`config.mk`:
```
export PLATFORM = sky130hd
export DESIGN_NAME = hazard_scoreboard_unit_flat
export DESIGN_NICKNAME = d
export VERILOG_FILES = /design/src/rtl/hazard_scoreboard_if.sv /design/src/rtl/hazard_scoreboard_unit.sv /design/src/flat_wrapper.sv
export SDC_FILE = /design/constraint.sdc
export NUM_CORES = 1
export LEC_CHECK = 0
export ABC_CLOCK_PERIOD_IN_PS = 15000
export CAP_MARGIN = 10
export CORE_MARGIN = 4
export CORE_UTILIZATION = 56
export CTS_BUF_LIST = sky130_fd_sc_hd__clkbuf_16
export DETAILED_ROUTE_END_ITERATION = 10
export GPL_TIMING_DRIVEN = 1
export PLACE_DENSITY = 0.75
export SYNTH_ARGS = -nofsm -noshare
export SYNTH_HDL_FRONTEND = slang
export SYNTH_SLANG_ARGS = --single-unit
```
`constraint.sdc`:
```
create_clock -name Clk -period 15 [get_ports Clk]
set_input_delay 2.25 -clock Clk [delete_from_list [all_inputs] [get_ports Clk]]
set_output_delay 2.25 -clock Clk [all_outputs]
set_load 0.02 [all_outputs]
```
`src/rtl/hazard_scoreboard_if.sv`:
```
// ID-stage issue bus between the decode stage (master) and the hazard scoreboard (slave).
// Carries the candidate instruction, the stall/enable controls and the stall statistics.
interface hazard_scoreboard_if #(
    parameter int unsigned REG_ADDR_W  = 5,
    parameter int unsigned STALL_CNT_W = 16
);
    logic                   IssueValid;
    logic                   FlushID;
    logic [1:0]             IssueClass;
    logic                   IssueWrites;
    logic [REG_ADDR_W-1:0]  IssueDest;
    logic [REG_ADDR_W-1:0]  SrcA;
    logic [REG_ADDR_W-1:0]  SrcB;
    logic                   SrcAUsed;
    logic                   SrcBUsed;
    logic                   IsBranch;
    logic                   ClearStats;
    logic                   Stall;
    logic                   PCWriteEnable;
    logic                   IFIDWriteEnable;
    logic                   IDEXFlush;
    logic                   MulDivBusy;
    logic [STALL_CNT_W-1:0] StallCount;

    modport master (
        output IssueValid, FlushID, IssueClass, IssueWrites, IssueDest,
               SrcA, SrcB, SrcAUsed, SrcBUsed, IsBranch, ClearStats,
        input  Stall, PCWriteEnable, IFIDWriteEnable, IDEXFlush, MulDivBusy, StallCount
    );

    modport slave (
        input  IssueValid, FlushID, IssueClass, IssueWrites, IssueDest,
               SrcA, SrcB, SrcAUsed, SrcBUsed, IsBranch, ClearStats,
        output Stall, PCWriteEnable, IFIDWriteEnable, IDEXFlush, MulDivBusy, StallCount
    );
endinterface

```
`src/rtl/hazard_scoreboard_unit.sv`:
```
// Per-register countdown scoreboard detecting RAW, WAW and mul/div structural hazards in ID,
// producing a zero-latency stall plus a saturating stall-cycle counter.
module hazard_scoreboard_unit #(
    parameter int unsigned NUM_REGS       = 32,
    parameter int unsigned REG_ADDR_W     = 5,
    parameter int unsigned LOAD_LATENCY   = 1,
    parameter int unsigned MULDIV_LATENCY = 4,
    parameter int unsigned STALL_CNT_W    = 16
) (
    input logic                 Clk,
    input logic                 Reset,
    hazard_scoreboard_if.slave  bus
);
    localparam int unsigned MaxLat = (MULDIV_LATENCY > LOAD_LATENCY) ?
                                     MULDIV_LATENCY + 1 : LOAD_LATENCY + 1;
    localparam int unsigned CntW   = $clog2(MaxLat + 1);

    logic [CntW-1:0]        cnt_q [NUM_REGS];
    logic [CntW-1:0]        cnt_d [NUM_REGS];
    logic [3:0]             md_cnt_q, md_cnt_d;
    logic [STALL_CNT_W-1:0] stall_cnt_q, stall_cnt_d;

    logic [CntW-1:0] lat, cnt_a, cnt_b, cnt_dst;
    logic            raw_a, raw_b, waw, structural, hazard, stall, issue, dest_load, md_busy;

    always_comb begin
        unique case (bus.IssueClass)
            2'd0:    lat = CntW'(1);
            2'd1:    lat = CntW'(LOAD_LATENCY + 1);
            2'd2:    lat = CntW'(MULDIV_LATENCY + 1);
            default: lat = '0;
        endcase
    end

    // Register 0 is never tracked, so its lookups always yield zero.
    always_comb begin
        cnt_a   = '0;
        cnt_b   = '0;
        cnt_dst = '0;
        for (int i = 1; i < NUM_REGS; i++) begin
            if (bus.SrcA == REG_ADDR_W'(i))      cnt_a   = cnt_q[i];
            if (bus.SrcB == REG_ADDR_W'(i))      cnt_b   = cnt_q[i];
            if (bus.IssueDest == REG_ADDR_W'(i)) cnt_dst = cnt_q[i];
        end
    end

    assign md_busy = (md_cnt_q != 4'd0);

    // Non-branch consumers forward from EX/MEM, so a count of 1 is harmless for them.
    assign raw_a = bus.SrcAUsed && (bus.IsBranch ? (cnt_a != '0) : (cnt_a > CntW'(1)));
    assign raw_b = bus.SrcBUsed && (bus.IsBranch ? (cnt_b != '0) : (cnt_b > CntW'(1)));
    assign waw        = bus.IssueWrites && (bus.IssueDest != '0) && (cnt_dst > lat);
    assign structural = (bus.IssueClass == 2'd2) && md_busy;
    assign hazard     = raw_a || raw_b || waw || structural;

    assign stall     = Reset && bus.IssueValid && !bus.FlushID && hazard;
    assign issue     = Reset && bus.IssueValid && !bus.FlushID && !stall;
    assign dest_load = issue && bus.IssueWrites && (bus.IssueDest != '0) &&
                       (bus.IssueClass != 2'd3);

    always_comb begin
        cnt_d[0] = '0;
        for (int i = 1; i < NUM_REGS; i++) begin
            cnt_d[i] = (cnt_q[i] != '0) ? cnt_q[i] - CntW'(1) : '0;
            if (dest_load && (bus.IssueDest == REG_ADDR_W'(i))) begin
                cnt_d[i] = lat;
            end
        end
    end

    // The issue cycle itself is the first occupied cycle, so only the remainder is counted.
    always_comb begin
        md_cnt_d = md_busy ? md_cnt_q - 4'd1 : 4'd0;
        if (issue && (bus.IssueClass == 2'd2)) begin
            md_cnt_d = 4'(MULDIV_LATENCY - 1);
        end
    end

    always_comb begin
        stall_cnt_d = stall_cnt_q;
        if (bus.ClearStats) begin
            stall_cnt_d = '0;
        end else if (stall && !(&stall_cnt_q)) begin
            stall_cnt_d = stall_cnt_q + STALL_CNT_W'(1);
        end
    end

    always_ff @(posedge Clk) begin
        if (!Reset) begin
            for (int i = 0; i < NUM_REGS; i++) begin
                cnt_q[i] <= '0;
            end
            md_cnt_q    <= 4'd0;
            stall_cnt_q <= '0;
        end else begin
            for (int i = 0; i < NUM_REGS; i++) begin
                cnt_q[i] <= cnt_d[i];
            end
            md_cnt_q    <= md_cnt_d;
            stall_cnt_q <= stall_cnt_d;
        end
    end

    assign bus.Stall           = stall;
    assign bus.IDEXFlush       = stall;
    assign bus.PCWriteEnable   = !stall;
    assign bus.IFIDWriteEnable = !stall;
    assign bus.MulDivBusy      = md_busy;
    assign bus.StallCount      = stall_cnt_q;
endmodule
```
`src/flat_wrapper.sv`:
```
// flat-port wrapper written by rule: the top's interface ports become plain ports
module hazard_scoreboard_unit_flat 
#(
    parameter int unsigned NUM_REGS       = 32,
    parameter int unsigned REG_ADDR_W     = 5,
    parameter int unsigned LOAD_LATENCY   = 1,
    parameter int unsigned MULDIV_LATENCY = 4,
    parameter int unsigned STALL_CNT_W    = 16
)
  (Clk, Reset, bus_IssueValid, bus_FlushID, bus_IssueClass, bus_IssueWrites, bus_IssueDest, bus_SrcA, bus_SrcB, bus_SrcAUsed, bus_SrcBUsed, bus_IsBranch, bus_ClearStats, bus_Stall, bus_PCWriteEnable, bus_IFIDWriteEnable, bus_IDEXFlush, bus_MulDivBusy, bus_StallCount);
  hazard_scoreboard_if #(.REG_ADDR_W(REG_ADDR_W), .STALL_CNT_W(STALL_CNT_W)) bus_i ();
  input logic Clk;
  input logic Reset;
  input wire logic [$bits(bus_i.IssueValid)-1:0] bus_IssueValid;
  input wire logic [$bits(bus_i.FlushID)-1:0] bus_FlushID;
  input wire logic [$bits(bus_i.IssueClass)-1:0] bus_IssueClass;
  input wire logic [$bits(bus_i.IssueWrites)-1:0] bus_IssueWrites;
  input wire logic [$bits(bus_i.IssueDest)-1:0] bus_IssueDest;
  input wire logic [$bits(bus_i.SrcA)-1:0] bus_SrcA;
  input wire logic [$bits(bus_i.SrcB)-1:0] bus_SrcB;
  input wire logic [$bits(bus_i.SrcAUsed)-1:0] bus_SrcAUsed;
  input wire logic [$bits(bus_i.SrcBUsed)-1:0] bus_SrcBUsed;
  input wire logic [$bits(bus_i.IsBranch)-1:0] bus_IsBranch;
  input wire logic [$bits(bus_i.ClearStats)-1:0] bus_ClearStats;
  output wire logic [$bits(bus_i.Stall)-1:0] bus_Stall;
  output wire logic [$bits(bus_i.PCWriteEnable)-1:0] bus_PCWriteEnable;
  output wire logic [$bits(bus_i.IFIDWriteEnable)-1:0] bus_IFIDWriteEnable;
  output wire logic [$bits(bus_i.IDEXFlush)-1:0] bus_IDEXFlush;
  output wire logic [$bits(bus_i.MulDivBusy)-1:0] bus_MulDivBusy;
  output wire logic [$bits(bus_i.StallCount)-1:0] bus_StallCount;
  assign bus_i.IssueValid = bus_IssueValid;
  assign bus_i.FlushID = bus_FlushID;
  assign bus_i.IssueClass = bus_IssueClass;
  assign bus_i.IssueWrites = bus_IssueWrites;
  assign bus_i.IssueDest = bus_IssueDest;
  assign bus_i.SrcA = bus_SrcA;
  assign bus_i.SrcB = bus_SrcB;
  assign bus_i.SrcAUsed = bus_SrcAUsed;
  assign bus_i.SrcBUsed = bus_SrcBUsed;
  assign bus_i.IsBranch = bus_IsBranch;
  assign bus_i.ClearStats = bus_ClearStats;
  assign bus_Stall = bus_i.Stall;
  assign bus_PCWriteEnable = bus_i.PCWriteEnable;
  assign bus_IFIDWriteEnable = bus_i.IFIDWriteEnable;
  assign bus_IDEXFlush = bus_i.IDEXFlush;
  assign bus_MulDivBusy = bus_i.MulDivBusy;
  assign bus_StallCount = bus_i.StallCount;
  hazard_scoreboard_unit #(.NUM_REGS(NUM_REGS), .REG_ADDR_W(REG_ADDR_W), .LOAD_LATENCY(LOAD_LATENCY), .MULDIV_LATENCY(MULDIV_LATENCY), .STALL_CNT_W(STALL_CNT_W)) u_core (.Clk(Clk), .Reset(Reset), .bus(bus_i));
endmodule
```
-- Yosys cells after proc, flatten, opt, wreduce, memory -nomap -nowiden
Memories as Yosys holds them, arrays and structs flattened.
Index checks and enable logic that the tools add are counted.
- register bits after elaboration: 20
- latch bits: 0
- bits in writable memories: 96
- ROM bits: 0
- bits of input ports: 26
- output and inout bits: 21
- logic and storage cells: 454
- memories kept: 1
- memories (name ; words ; width ; rd ports ; clocked after memory_dff ; write ports ; RTL line ; text):
    u_core.cnt_q ; 32 ; 3 ; 31 ; 0 ; 32 ; hazard_scoreboard_unit.sv:18 ; logic [CntW-1:0] cnt_q [NUM_REGS];
- add/subtract/negate cells: 33
- $mul: 0
- divide/modulo/power cells: 0
- $lt $le $gt $ge: 3
- eq/ne operators: 96
- shift operators: 0
- mux-type cells: 194
- bitwise gates (word level): 34
- reductions and logical operators: 90
- operators with widths (kind ; count):
    2-to-1 mux 3 bit ; 187
    == test 5 bit (second input constant) ; 48
    == test 5 x 4 -> 1 bit (second input constant) ; 24
    nonzero test 3 bit ; 33
    subtractor 3 x 1 -> 3 bit (second input constant) ; 31
    == test 5 x 3 -> 1 bit (second input constant) ; 12
    logical AND 1 bit ; 45
    bitwise OR 1 bit ; 32
    == test 5 x 2 -> 1 bit (second input constant) ; 6
    adder 16 x 1 -> 16 bit (second input constant) ; 1
    AND reduction 16 bit ; 1
    == test 5 x 1 -> 1 bit (second input constant) ; 3
    case mux 3 bit (3 select lines) ; 1
    > comparator 3 x 1 -> 1 bit (second input constant) ; 2
    nonzero test 5 bit ; 1
    2-to-1 mux 1 bit ; 4
    2-to-1 mux 2 bit ; 2
    nonzero test 4 bit ; 1
    subtractor 4 x 1 -> 4 bit (second input constant) ; 1
    > comparator 3 bit ; 1
    logical NOT 1 bit ; 3
    logical OR 1 bit ; 3
    OR reduction 3 bit ; 1
    == test 2 x 1 -> 1 bit (second input constant) ; 1
    other kinds (5) ; 6

-- Depth between registers and ports, before layout
Gate-level depths: netlist (run 1).
- depth after elaboration: 47
- mapped depth: 25
- mapped depth without buffers: 21

-- Least setup slack after synthesis (run 1)
OpenSTA, ideal clock, no wires.
- path type: input to output
- start: input bus_IssueDest[0]
- end: output bus_Stall
- arrival: 6506 ps
- data required time: 12750 ps
- slack: 6244 ps
- cell stages on the path: 24
- cells stage by stage: clkbuf_1 mux2_2 a221o_1 o211ai_1 o21ai_0 a21oi_1 a31oi_1 o221ai_1 a22oi_1 o21ai_0 a32oi_1 ha_1 nor2b_1 o21a_1 o21ai_0 o21ai_0 a41oi_1 o211ai_1 a211oi_4 and2_4 buf_4 nand2b_1 inv_1 buf_4
- longest elaborated chain between the ends: 37
- elaborated cells on any way between the ends: 69
- RTL lines (item ; RTL line ; text):
    from (decl) ; flat_wrapper.sv:18 ; input wire logic [$bits(bus_i.IssueDest)-1:0] bus_IssueDest;
    == test 5 x 1 -> 1 bit ; hazard_scoreboard_unit.sv:43 ; if (bus.IssueDest == REG_ADDR_W'(i)) cnt_dst = cnt_q[i];
    2-to-1 mux 3 bit (31 in a row) ; hazard_scoreboard_unit.sv:43 ;
    > comparator 3 bit ; hazard_scoreboard_unit.sv:52 ; assign waw = bus.IssueWrites && (bus.IssueDest != '0) && (cnt_dst > lat);
    logical AND 1 bit (*) ; hazard_scoreboard_unit.sv:52 ;
    logical OR 1 bit (*) (2 in a row) ; hazard_scoreboard_unit.sv:54 ; assign hazard = raw_a || raw_b || waw || structural;
    logical AND 1 bit (*) ; hazard_scoreboard_unit.sv:56 ; assign stall = Reset && bus.IssueValid && !bus.FlushID && hazard;
    to (decl) ; flat_wrapper.sv:25 ; output wire logic [$bits(bus_i.Stall)-1:0] bus_Stall;
Mark *: on every way between the ends. The rest lies on a longest branch, timed or not.

-- Final worst setup path (run 1)
- start: input bus_IssueDest[2]
- end: output bus_PCWriteEnable
- longest elaborated chain between the ends: 38
- elaborated cells on any way between the ends: 70
- RTL lines (item ; RTL line ; text):
    == test 5 x 1 -> 1 bit ; hazard_scoreboard_unit.sv:43 ;
    2-to-1 mux 3 bit (31 in a row) ; hazard_scoreboard_unit.sv:43 ;
    > comparator 3 bit ; hazard_scoreboard_unit.sv:52 ;
    logical AND 1 bit (*) ; hazard_scoreboard_unit.sv:52 ;
    logical OR 1 bit (*) (2 in a row) ; hazard_scoreboard_unit.sv:54 ;
    logical AND 1 bit (*) ; hazard_scoreboard_unit.sv:56 ;
    logical NOT 1 bit (*) ; hazard_scoreboard_unit.sv:106 ; assign bus.PCWriteEnable = !stall;
    to (decl) ; flat_wrapper.sv:26 ; output wire logic [$bits(bus_i.PCWriteEnable)-1:0] bus_PCWriteEnable;
Marked as above.

==> results of run 1 <==
## cell usage in the layout, fill, tap and decap left out, types with 13 or more instances in the layout
cell type	instances
nand2_1	132
or3_1	33
nor3_1	36
inv_1	82
nand2b_1	21
o21ai_0	71
mux2i_1	71
nor3b_1	14
and2_1	14
clkbuf_16	17
nand4_1	24
a211oi_1	23
a31oi_1	17
o31ai_1	13
or2_2	13
a32o_1	16
ha_1	66
clkdlybuf4s50_1	42
o211ai_1	14
o22ai_1	27
nor2b_1	22
nor2_1	125
a21oi_1	69
buf_4	16
dfxtp_1	113
nand3_1	29
## power by group
part           internal (uW)  switching (uW)  leakage (uW)
registers                301           0.944      0.000910
clock network            290             149      0.000312
logic                   41.7            95.3       0.00308
total                    633             246       0.00430
## routing by layer
metal | global-route usage | vias up | wire length (um)
li1 | - | 4874 | -
met1 | 0.5421 | 5244 | 15590
met2 | 0.6117 | 869 | 17980
met3 | 0.1106 | 242 | 5839
met4 | 0.2924 | 0 | 3529
met5 | 0 | - | 0
## worst register-to-register path, delay by kind of cell, from the launching register on
family | cells | cell delay [ns]
mux | 2 | 0.56
fa+ha+maj | 1 | 0.33
buf+inv | 1 | 0.33
simple gates | 3 | 1.29
flops | 1 | 0.43
compound gates | 15 | 2.74
## stage by stage
| stage | util | std cells | total power [uW] | area [sq um] |
|---|---|---|---|---|
| final | 0.6352 | 1566 | 878.2 | 11100 |
| after global routing | 0.6347 | 1562 | 903.6 | 11090 |
| after CTS | 0.6347 | 1562 | 875.9 | 11090 |
| after detailed placement | 0.5990 | 1531 | 439.3 | 10470 |
| after global placement | 0.5990 | 1531 | 438.5 | 10470 |
| after floorplan | - | 1346 | 402.5 | 10070 |
## logic make-up (layout without fill, tap and decap cells)
| kind of cell | Yosys count | count (layout) | synth area share |
|---|---|---|---|
| DFF | 113 | 113 | 0.2246 |
| buffers and inverters | 185 | 176 | 0.07615 |
| and+or+nand+nor | 514 | 514 | 0.2585 |
| xor gates and xnor gates | 11 | 11 | 0.009565 |
| AOI/OAI and AO/OA | 374 | 374 | 0.2619 |
| muxes | 83 | 83 | 0.08733 |
| other | 0 | 4 | 0 |
| adders and majority gates | 66 | 66 | 0.08199 |
## cell type report
type,instances,area [sq um],area share
inverter,83,311.5,0.02806
clock inverter,14,197.7,0.01781
timing repair buffer,62,560.5,0.05049
tap,225,281.5,0.02536
clock buffer,17,425.4,0.03832
antenna,4,10.01,0.0009016
multi-input combinational,1048,7053,0.6353
sequential,113,2262,0.2038
## sequential cells by signal, indices dropped and copies added (netlist names)
| signal | flops |
|---|---|
| u_core.cnt_q | 93 |
| u_core.bus.StallCount | 16 |
| u_core.md_cnt_q | 4 |
## worst min path at each step
| stage | to | startpoint |
|---|---|---|
| floorplan | u_core.md_cnt_q[3]$_SDFF_PP0_ | u_core.md_cnt_q[3]$_SDFF_PP0_ |
| global placement | u_core.md_cnt_q[3]$_SDFF_PP0_ | u_core.md_cnt_q[3]$_SDFF_PP0_ |
| detailed placement | u_core.md_cnt_q[3]$_SDFF_PP0_ | u_core.md_cnt_q[3]$_SDFF_PP0_ |
| CTS | u_core.md_cnt_q[3]$_SDFF_PP0_ | u_core.md_cnt_q[3]$_SDFF_PP0_ |
| global route | u_core.md_cnt_q[3]$_SDFF_PP0_ | u_core.md_cnt_q[3]$_SDFF_PP0_ |
| finish | u_core.md_cnt_q[3]$_SDFF_PP0_ | u_core.md_cnt_q[3]$_SDFF_PP0_ |
==> impl_metrics.csv, run 1 <==
group,metric,value,unit
status,outcome,"finished, final reports clean",
critical_path,worstPathCellList,"clkdlybuf4s50_1, inv_1, nor3_1, nand2_1, o32ai_1, a21oi_1, a31oi_1, o221ai_1, a22oi_1, o21ai_0, a32oi_1, ha_1, nor2b_1, o21a_1, o21ai_0, o21ai_0, a41oi_1, o211ai_1, a211oi_4, buf_4, and2_4, nand2b_1, clkdlybuf4s50_1",
global_routing,grt_pass1_vias,10510,
die,num_io_pins,47,
critical_path,slowest_delay,1.02,ns
clock_tree,cts_made_buffers,17,
clock_tree,cts_tree,"yes",
die,die_h,142.1,um
synthesis,avgSynthCellArea,7.483,sq um
critical_path,start_kind,"primary input",
hold_path,min_path_cells,1,
placement,io_buffer_count,46,
sta,slew_headroom,0.3111,
synthesis,synth-seq-cells,113,
synthesis,syn_area,10070,sq um
die,die-area,20200,sq um
synthesis,seq_area_frac_synth,0.2246,
finish,drive_above_1_share,0.06806,
sta,finalHoldWorstSlack,0.4739,ns
power,p_leak,0.004304,uW
clock_tree,clk_latency,0.43,ns
placement,place_ws,3.880,ns
drt,firstDrtPassIters,6,
sta,fin_crit,11.33,ns
drt,vias,11230,
synthesis,yosysWarnings,0,
power,max-vdd-ir-drop,76.65,uV
clock_tree,clock-root-buffer,"clkbuf_16",
sta,fmax,88.28,MHz
drt,drt_iter0_drc,1578,
die,num_rows,48,
sta,maxSlewViolCount,0,
synthesis,netlist_instances,1346,
die,initial_utilization,0.5763,
sta,rsz0062_at_grt,"false",
clock_tree,clk_pin_slew,0.06,ns
critical_path,crit_fanout,24,
critical_path,cp-end-kind,"primary output",
critical_path,rr_endpoint,"u_core.cnt_q[0][7]$_SDFF_PN0_",
critical_path,cp_top_family,"compound AO/OA/AOI/OAI gates",
synthesis,synth_edf_count,0,
critical_path,path_depth,23,
global_routing,grt_pass1_wl,63920,um
synthesis,synth_top_area_cell,"dfxtp_1",
critical_path,r2r_start,"u_core.cnt_q[0][7]$_SDFF_PN0_",
clock_tree,post_cts_buffers,0,
clock_tree,htree_num_levels,4,
critical_path,crit_top_cell,"o21ai_0",
drt,routedWlPerCell,27.42,um
drt,totalWireLength,42940,um
global_routing,antenna_found_initial,0,
placement,dp_hpwl,29850,um
power,powerDensity,79.11,nW/um^2
synthesis,yosys-top-cells-count,"nand2_1 (132), nor2_1 (125), dfxtp_1 (113)",
critical_path,cp.arrival,9.08,ns
global_routing,overflow,0,
drt,viasPerCell,7.170,
sta,setup_slack,3.673,ns
drt,drc,0,
synthesis,synthesis.nets,1438,
placement,gp_congestion,1.071,
run,drv_cap,0,
finish,layout.nets,1417,
drt,ant_nets,0,
finish,fillers,1585,
hold_path,min_path_type,"reg -> reg",
clock_tree,cts_buffer_depth,2,
critical_path,required,12.75,ns
sta,tightest_slew,1.030,ns
clock_tree,cts_resized,0,
critical_path,critical_path_class,"in -> out",
critical_path,worst-path-buf-inv,4,
finish,syn_to_final_growth,10.22,%
critical_path,critical-path-slowest-cell,"clkdlybuf4s50_1",
sta,period_share,0.7552,
global_routing,grt_max_degree,61,
die,fp.dieW,142.1,um
sta,setup_tns,0,ns
die,core,17480,sq um
sta,finalClockSkew,0.01112,ns
synthesis,synth_ff_type,"dfxtp_1",
critical_path,r2r_slack,9.24,ns
critical_path,crit_path_start,"bus_IssueDest[2]",
global_routing,grtUsageTotal,0.4209,
critical_path,r2r_cells,22,
synthesis,yosysMostFrequentCell,"nand2_1",
sta,hold_violations,0,
clock_tree,cts_hold_buffers,0,
synthesis,synth_area_leaders,"dfxtp_1 (22%), ha_1 (8.2%), mux2i_1 (7.1%), nand2_1 (4.9%), nor2_1 (4.7%)",
synthesis,synth_top_area_share,0.2246,
synthesis,async_reset_ff_frac,0,
clock_tree,cts.sinks,113,
synthesis,synthDistinctLibCells,85,
sta,setup_viol,0,
critical_path,endpoint,"bus_PCWriteEnable",
No activity file was read; power rests on OpenSTA's default activity.
==> inputs of run 2 (changes only) <==
- ABC_CLOCK_PERIOD_IN_PS: 15000 -> 9770
- PLACE_DENSITY: 0.75 -> 0.78
- clock period: 15 -> 9.77 ns (I/O delays scaled with it)
==> run 2 against run 1 <==
Clock-buffer cell count unchanged. Clock power up 40%. Register-to-register slack worse by 5.2 ns. Sequential share of layout area up 0.088 points. Core utilization down 0.27 points.
==> impl_metrics.csv, run 2 (synthesized netlist as in run 1, its figures left out) <==
group,metric,value,unit
drt,drt_iter0_drc,1598,
power,p_total,1288,uW
sta,setup_viol,0,
global_routing,antenna_found_initial,1,
clock_tree,cts_hold_buffers,0,
critical_path,crit_top_cell,"o21ai_0",
clock_tree,cts_buffer_depth,2,
sta,slew_headroom,0.3317,
hold_path,min_path_cells,1,
critical_path,critical_path_class,"in -> out",
clock_tree,clock-root-buffer,"clkbuf_16",
placement,place_ws,1.181,ns
sta,tightest_slew,0.9993,ns
critical_path,slowest_delay,0.64,ns
critical_path,r2r_cells,22,
critical_path,required,8.30,ns
finish,drive_above_1_share,0.07090,
drt,routedWlPerCell,26.10,um
clock_tree,post_cts_buffers,0,
die,die-area,20200,sq um
die,core,17480,sq um
placement,gp_congestion,1.083,
critical_path,cp-end-kind,"primary output",
power,powerDensity,116.5,nW/um^2
status,outcome,"finished, final reports clean",
drt,drc,0,
drt,totalWireLength,40850,um
critical_path,cp_top_family,"compound AO/OA/AOI/OAI gates",
critical_path,start_kind,"primary input",
die,initial_utilization,0.5763,
finish,mostFrequentLayoutCells,"nand2_1 (132), nor2_1 (125), dfxtp_1 (113)",
clock_tree,cts_made_buffers,17,
placement,io_buffer_count,46,
clock_tree,cts_tree,"yes",
power,max-vdd-ir-drop,118.0,uV
finish,post-route-util,0.6325,
sta,finalClockSkew,0.01154,ns
finish,largest_reg_flops,93,
drt,ant_nets,0,
clock_tree,clk_latency,0.43,ns
finish,layout.nets,1419,
critical_path,critical-path-slowest-cell,"clkdlybuf4s50_1",
hold_path,min_path_type,"reg -> reg",
drt,vias,10960,
finish,diodes,0,
drt,firstDrtPassIters,6,
global_routing,grtUsageTotal,0.3951,
die,die_h,142.1,um
finish,largest-register,"u_core.cnt_q",
global_routing,grt_pass1_wl,60650,um
sta,finalHoldWorstSlack,0.4735,ns
finish,syn_to_final_growth,9.752,%
run,drv_cap,0,
clock_tree,htree_num_levels,4,
critical_path,cp.arrival,7.34,ns
sta,rsz0062_at_grt,"false",
sta,hold_violations,0,
die,num_io_pins,47,
clock_tree,cts.sinks,113,
sta,setup_slack,0.9646,ns
global_routing,overflow,0,
finish,mostFrequentLayoutCell,"nand2_1",
placement,dp_hpwl,28780,um
drt,viasPerCell,7.004,
critical_path,worstPathCellList,"clkdlybuf4s50_1, inv_1, nor3_1, nand2_1, o32ai_1, a21oi_1, a31oi_1, o221ai_1, a22oi_1, o21ai_0, a32oi_1, ha_1, nor2b_1, o21a_1, o21ai_0, o21ai_0, a41oi_1, o211ai_1, a211oi_4, buf_4, and2_4, nand2b_1, clkdlybuf4s50_1",
clock_tree,clk_pin_slew,0.06,ns
die,num_rows,48,
clock_tree,cts_resized,0,
power,p_leak,0.004279,uW
sta,setup_tns,0,ns
critical_path,path_depth,23,
global_routing,grt_max_degree,61,
sta,maxSlewViolCount,0,
sta,fmax,113.6,MHz
critical_path,crit_fanout,24,
sta,fin_crit,8.805,ns
critical_path,worst-path-buf-inv,4,
global_routing,grt_pass1_vias,10050,
die,fp.dieW,142.1,um
finish,fillers,1585,
sta,period_share,0.9013,
run 2: cell count changes in the layout (fill, tap and decap cells not counted), sizes merged:
cell	change
buf	+2
diode	-4
clkinvlp	+2
bufinv	-3
clkinv	+2
run 2: worst register-to-register path: cells and delay by family (launching register included):
kind            cells  cell delay (ns)
fa+ha+maj           1             0.33
buf+inv             1             0.32
simple gates        3             1.37
mux                 2             0.54
flops               1             0.43
compound gates     15             2.63
run 2: per-stage QoR:
stage	cells	cell area, sq um
global route	1565	11050
detailed placement	1533	10480
floorplan	1346	10070
CTS	1565	11050
finish	1565	11050
global placement	1533	10480
run 2: final timing paths:
kind / startpoint / endpoint / slack, ns
min reg2reg: u_core.md_cnt_q[3]$_SDFF_PP0_ / u_core.md_cnt_q[3]$_SDFF_PP0_ / 0.47
min: u_core.md_cnt_q[3]$_SDFF_PP0_ / u_core.md_cnt_q[3]$_SDFF_PP0_ / 0.47
max reg2reg: u_core.cnt_q[0][10]$_SDFF_PN0_ / u_core.cnt_q[0][7]$_SDFF_PN0_ / 4.08
max: bus_IssueDest[2] / bus_IFIDWriteEnable / 0.96
run 2: layout make-up:
cell class                 count  area [sq um]  area share
multi-input combinational   1048          7053      0.6380
sequential                   113          2262      0.2046
timing repair buffer          64         575.6     0.05207
clock buffer                  17         425.4     0.03848
inverter                      83         311.5     0.02818
tap                          225         281.5     0.02547
clock inverter                15         145.1     0.01313
run 2: per-layer routing:
| metal | routed length [um] | share of wire | vias to the layer above | GRT usage |
|---|---|---|---|---|
| li1 | - | - | 4883 | - |
| met1 | 15630 | 0.38 | 5051 | 0.5160 |
| met2 | 16890 | 0.41 | 813 | 0.5766 |
| met3 | 5264 | 0.13 | 212 | 0.1062 |
| met4 | 3058 | 0.075 | 2 | 0.2485 |
| met5 | 7 | 0.00017 | - | 0 |
run 2: report_power, final:
group / total, uW / internal, uW / switching (uW)
clock network: 616 / 373 / 243
registers: 463 / 462 / 1.36
logic: 209 / 64.4 / 145
==> inputs of run 3 (changes only) <==
- CORE_MARGIN: 4 -> not set
==> run 3 against run 2 <==
Worst hold slack better by 0.0062 ns. Clock power up 2%. Maximum frequency down 0.59%. Via count up 1.7%. Non-clock buffer count up 1. First-iteration DRC count down 6.9%. Cell area about the same. Sequential share of layout area about the same. Combinational power about the same.
==> impl_metrics.csv, run 3 (synthesized netlist as in run 1, its figures left out) <==
group,metric,value,unit
status,outcome,"finished, final reports clean",
die,die_h,136.1,um
finish,fillers,1560,
global_routing,grt_pass1_wl,62110,um
critical_path,critical_path_class,"in -> out",
finish,diodes,0,
finish,syn_to_final_growth,9.851,%
clock_tree,clock-root-buffer,"clkbuf_16",
drt,routedWlPerCell,27.23,um
run,drv_cap,0,
hold_path,worstHoldEndpoint,"u_core.md_cnt_q[3]$_SDFF_PP0_",
hold_path,min_path_cells,1,
hold_path,worstHoldStart,"u_core.md_cnt_q[3]$_SDFF_PP0_",
sta,tightest_slew,1.153,ns
power,p_total,1306,uW
drt,drc,0,
die,num_rows,48,
critical_path,required,8.30,ns
clock_tree,cts_made_buffers,17,
drt,totalWireLength,42580,um
global_routing,grtUsageTotal,0.4612,
clock_tree,cts_hold_buffers,0,
drt,firstDrtPassIters,7,
finish,layout.nets,1420,
placement,io_buffer_count,46,
critical_path,rr_endpoint,"u_core.cnt_q[0][7]$_SDFF_PN0_",
clock_tree,clk_pin_slew,0.06,ns
power,max-vdd-ir-drop,110.0,uV
die,num_io_pins,47,
critical_path,r2r_slack,3.96,ns
sta,fin_crit,8.857,ns
finish,mostFrequentLayoutCell,"nand2_1",
placement,dp_hpwl,29740,um
global_routing,overflow,0,
sta,setup_viol,0,
finish,drive_above_1_share,0.06945,
sta,maxSlewViolCount,0,
clock_tree,htree_num_levels,4,
die,fp.dieW,136.1,um
critical_path,cp.arrival,7.39,ns
sta,hold_violations,0,
finish,mostFrequentLayoutCells,"nand2_1 (132), nor2_1 (125), dfxtp_1 (113)",
sta,setup_tns,0,ns
drt,viasPerCell,7.129,
power,p_leak,0.004284,uW
critical_path,cp-end-kind,"primary output",
critical_path,r2r_cells,22,
clock_tree,cts_resized,0,
clock_tree,cts_buffer_depth,2,
critical_path,start_kind,"primary input",
clock_tree,post_cts_buffers,0,
sta,rsz0062_at_grt,"false",
sta,fmax,112.9,MHz
critical_path,r2r_start,"u_core.cnt_q[0][7]$_SDFF_PN0_",
sta,finalClockSkew,0.01026,ns
clock_tree,cts_tree,"yes",
die,initial_utilization,0.5783,
placement,gp_congestion,1.066,
hold_path,min_path_type,"reg -> reg",
drt,drt_iter0_drc,1487,
sta,period_share,0.9066,
global_routing,grt_max_degree,61,
power,powerDensity,118.0,nW/um^2
global_routing,antenna_found_initial,1,
drt,ant_nets,0,
clock_tree,cts.sinks,113,
sta,slew_headroom,0.2293,
critical_path,crit_fanout,24,
die,die-area,18530,sq um
drt,vias,11150,
clock_tree,clk_latency,0.42,ns
die,core,17420,sq um
finish,largest-register,"u_core.cnt_q",
finish,largest_reg_flops,93,
global_routing,grt_pass1_vias,10150,
run 3: area by class of cell:
class	instances	area, sq um	share of cell area
timing repair buffer	65	583.1	0.05270
tap	225	281.5	0.02544
clock buffer	17	425.4	0.03845
clock inverter	13	147.6	0.01334
inverter	83	311.5	0.02816
multi-input combinational	1048	7053	0.6375
sequential	113	2262	0.2045
run 3: how the worst max path moves through the flow:
| stage | from | end | slack [ns] | cells after the start |
|---|---|---|---|---|
| final | bus_IssueDest[2] | bus_PCWriteEnable | 0.91 | 23 |
| after floorplan | bus_IssueDest[0] | bus_Stall | 2.58 | 24 |
| after global routing | bus_IssueDest[2] | bus_Stall | 0.49 | 24 |
| after CTS | bus_IssueDest[2] | bus_PCWriteEnable | 1.03 | 23 |
| after global placement | bus_IssueDest[2] | bus_IFIDWriteEnable | 1.15 | 23 |
| after detailed placement | bus_IssueDest[2] | bus_PCWriteEnable | 1.08 | 23 |
run 3: critical path, cell delays in order:
cell and delay [ns]:
clkdlybuf4s50_1 0.49, inv_1 0.22, nor3_1 0.64, nand2_1 0.16, o32ai_1 0.25, a21oi_1 0.07
a31oi_1 0.17, o221ai_1 0.16, a22oi_1 0.20, o21ai_0 0.13, a32oi_1 0.18, ha_1 0.26
nor2b_1 0.14, o21a_1 0.16, o21ai_0 0.30, o21ai_0 0.13, a41oi_1 0.24, o211ai_1 0.18
a211oi_4 0.26, buf_4 0.33, and2_4 0.38, nand2b_1 0.22, clkdlybuf4s50_1 0.63
run 3: layer usage:
metal	up-vias	GRT usage	share of wire
li1	4881	-	-
met1	5226	0.5883	0.38
met2	836	0.6754	0.41
met3	207	0.1201	0.13
met4	0	0.3167	0.076
met5	-	0	0
run 3: metrics by stage:
| stage | worst slack, ns | util | hold slack (ns) | area, sq um | cells |
|---|---|---|---|---|---|
| 2_1_floorplan | 2.583 | - | 0.4411 | 10070 | 1346 |
| 3_3_place_gp | 1.147 | 0.6024 | 0.4533 | 10490 | 1534 |
| 3_5_place_dp | 1.083 | 0.6024 | 0.4647 | 10490 | 1534 |
| 4_1_cts | 1.031 | 0.6353 | 0.4788 | 11060 | 1564 |
| 5_1_grt | 0.4875 | 0.6353 | 0.5103 | 11060 | 1564 |
| 6_report | 0.9127 | 0.6353 | 0.4797 | 11060 | 1564 |
run 3: power breakdown:
group          switching, uW  leakage (uW)  total [uW]  internal [uW]
clock                    237      0.000277         631            394
sequential              1.42      0.000910         463            462
combinational            147       0.00310         212           64.5
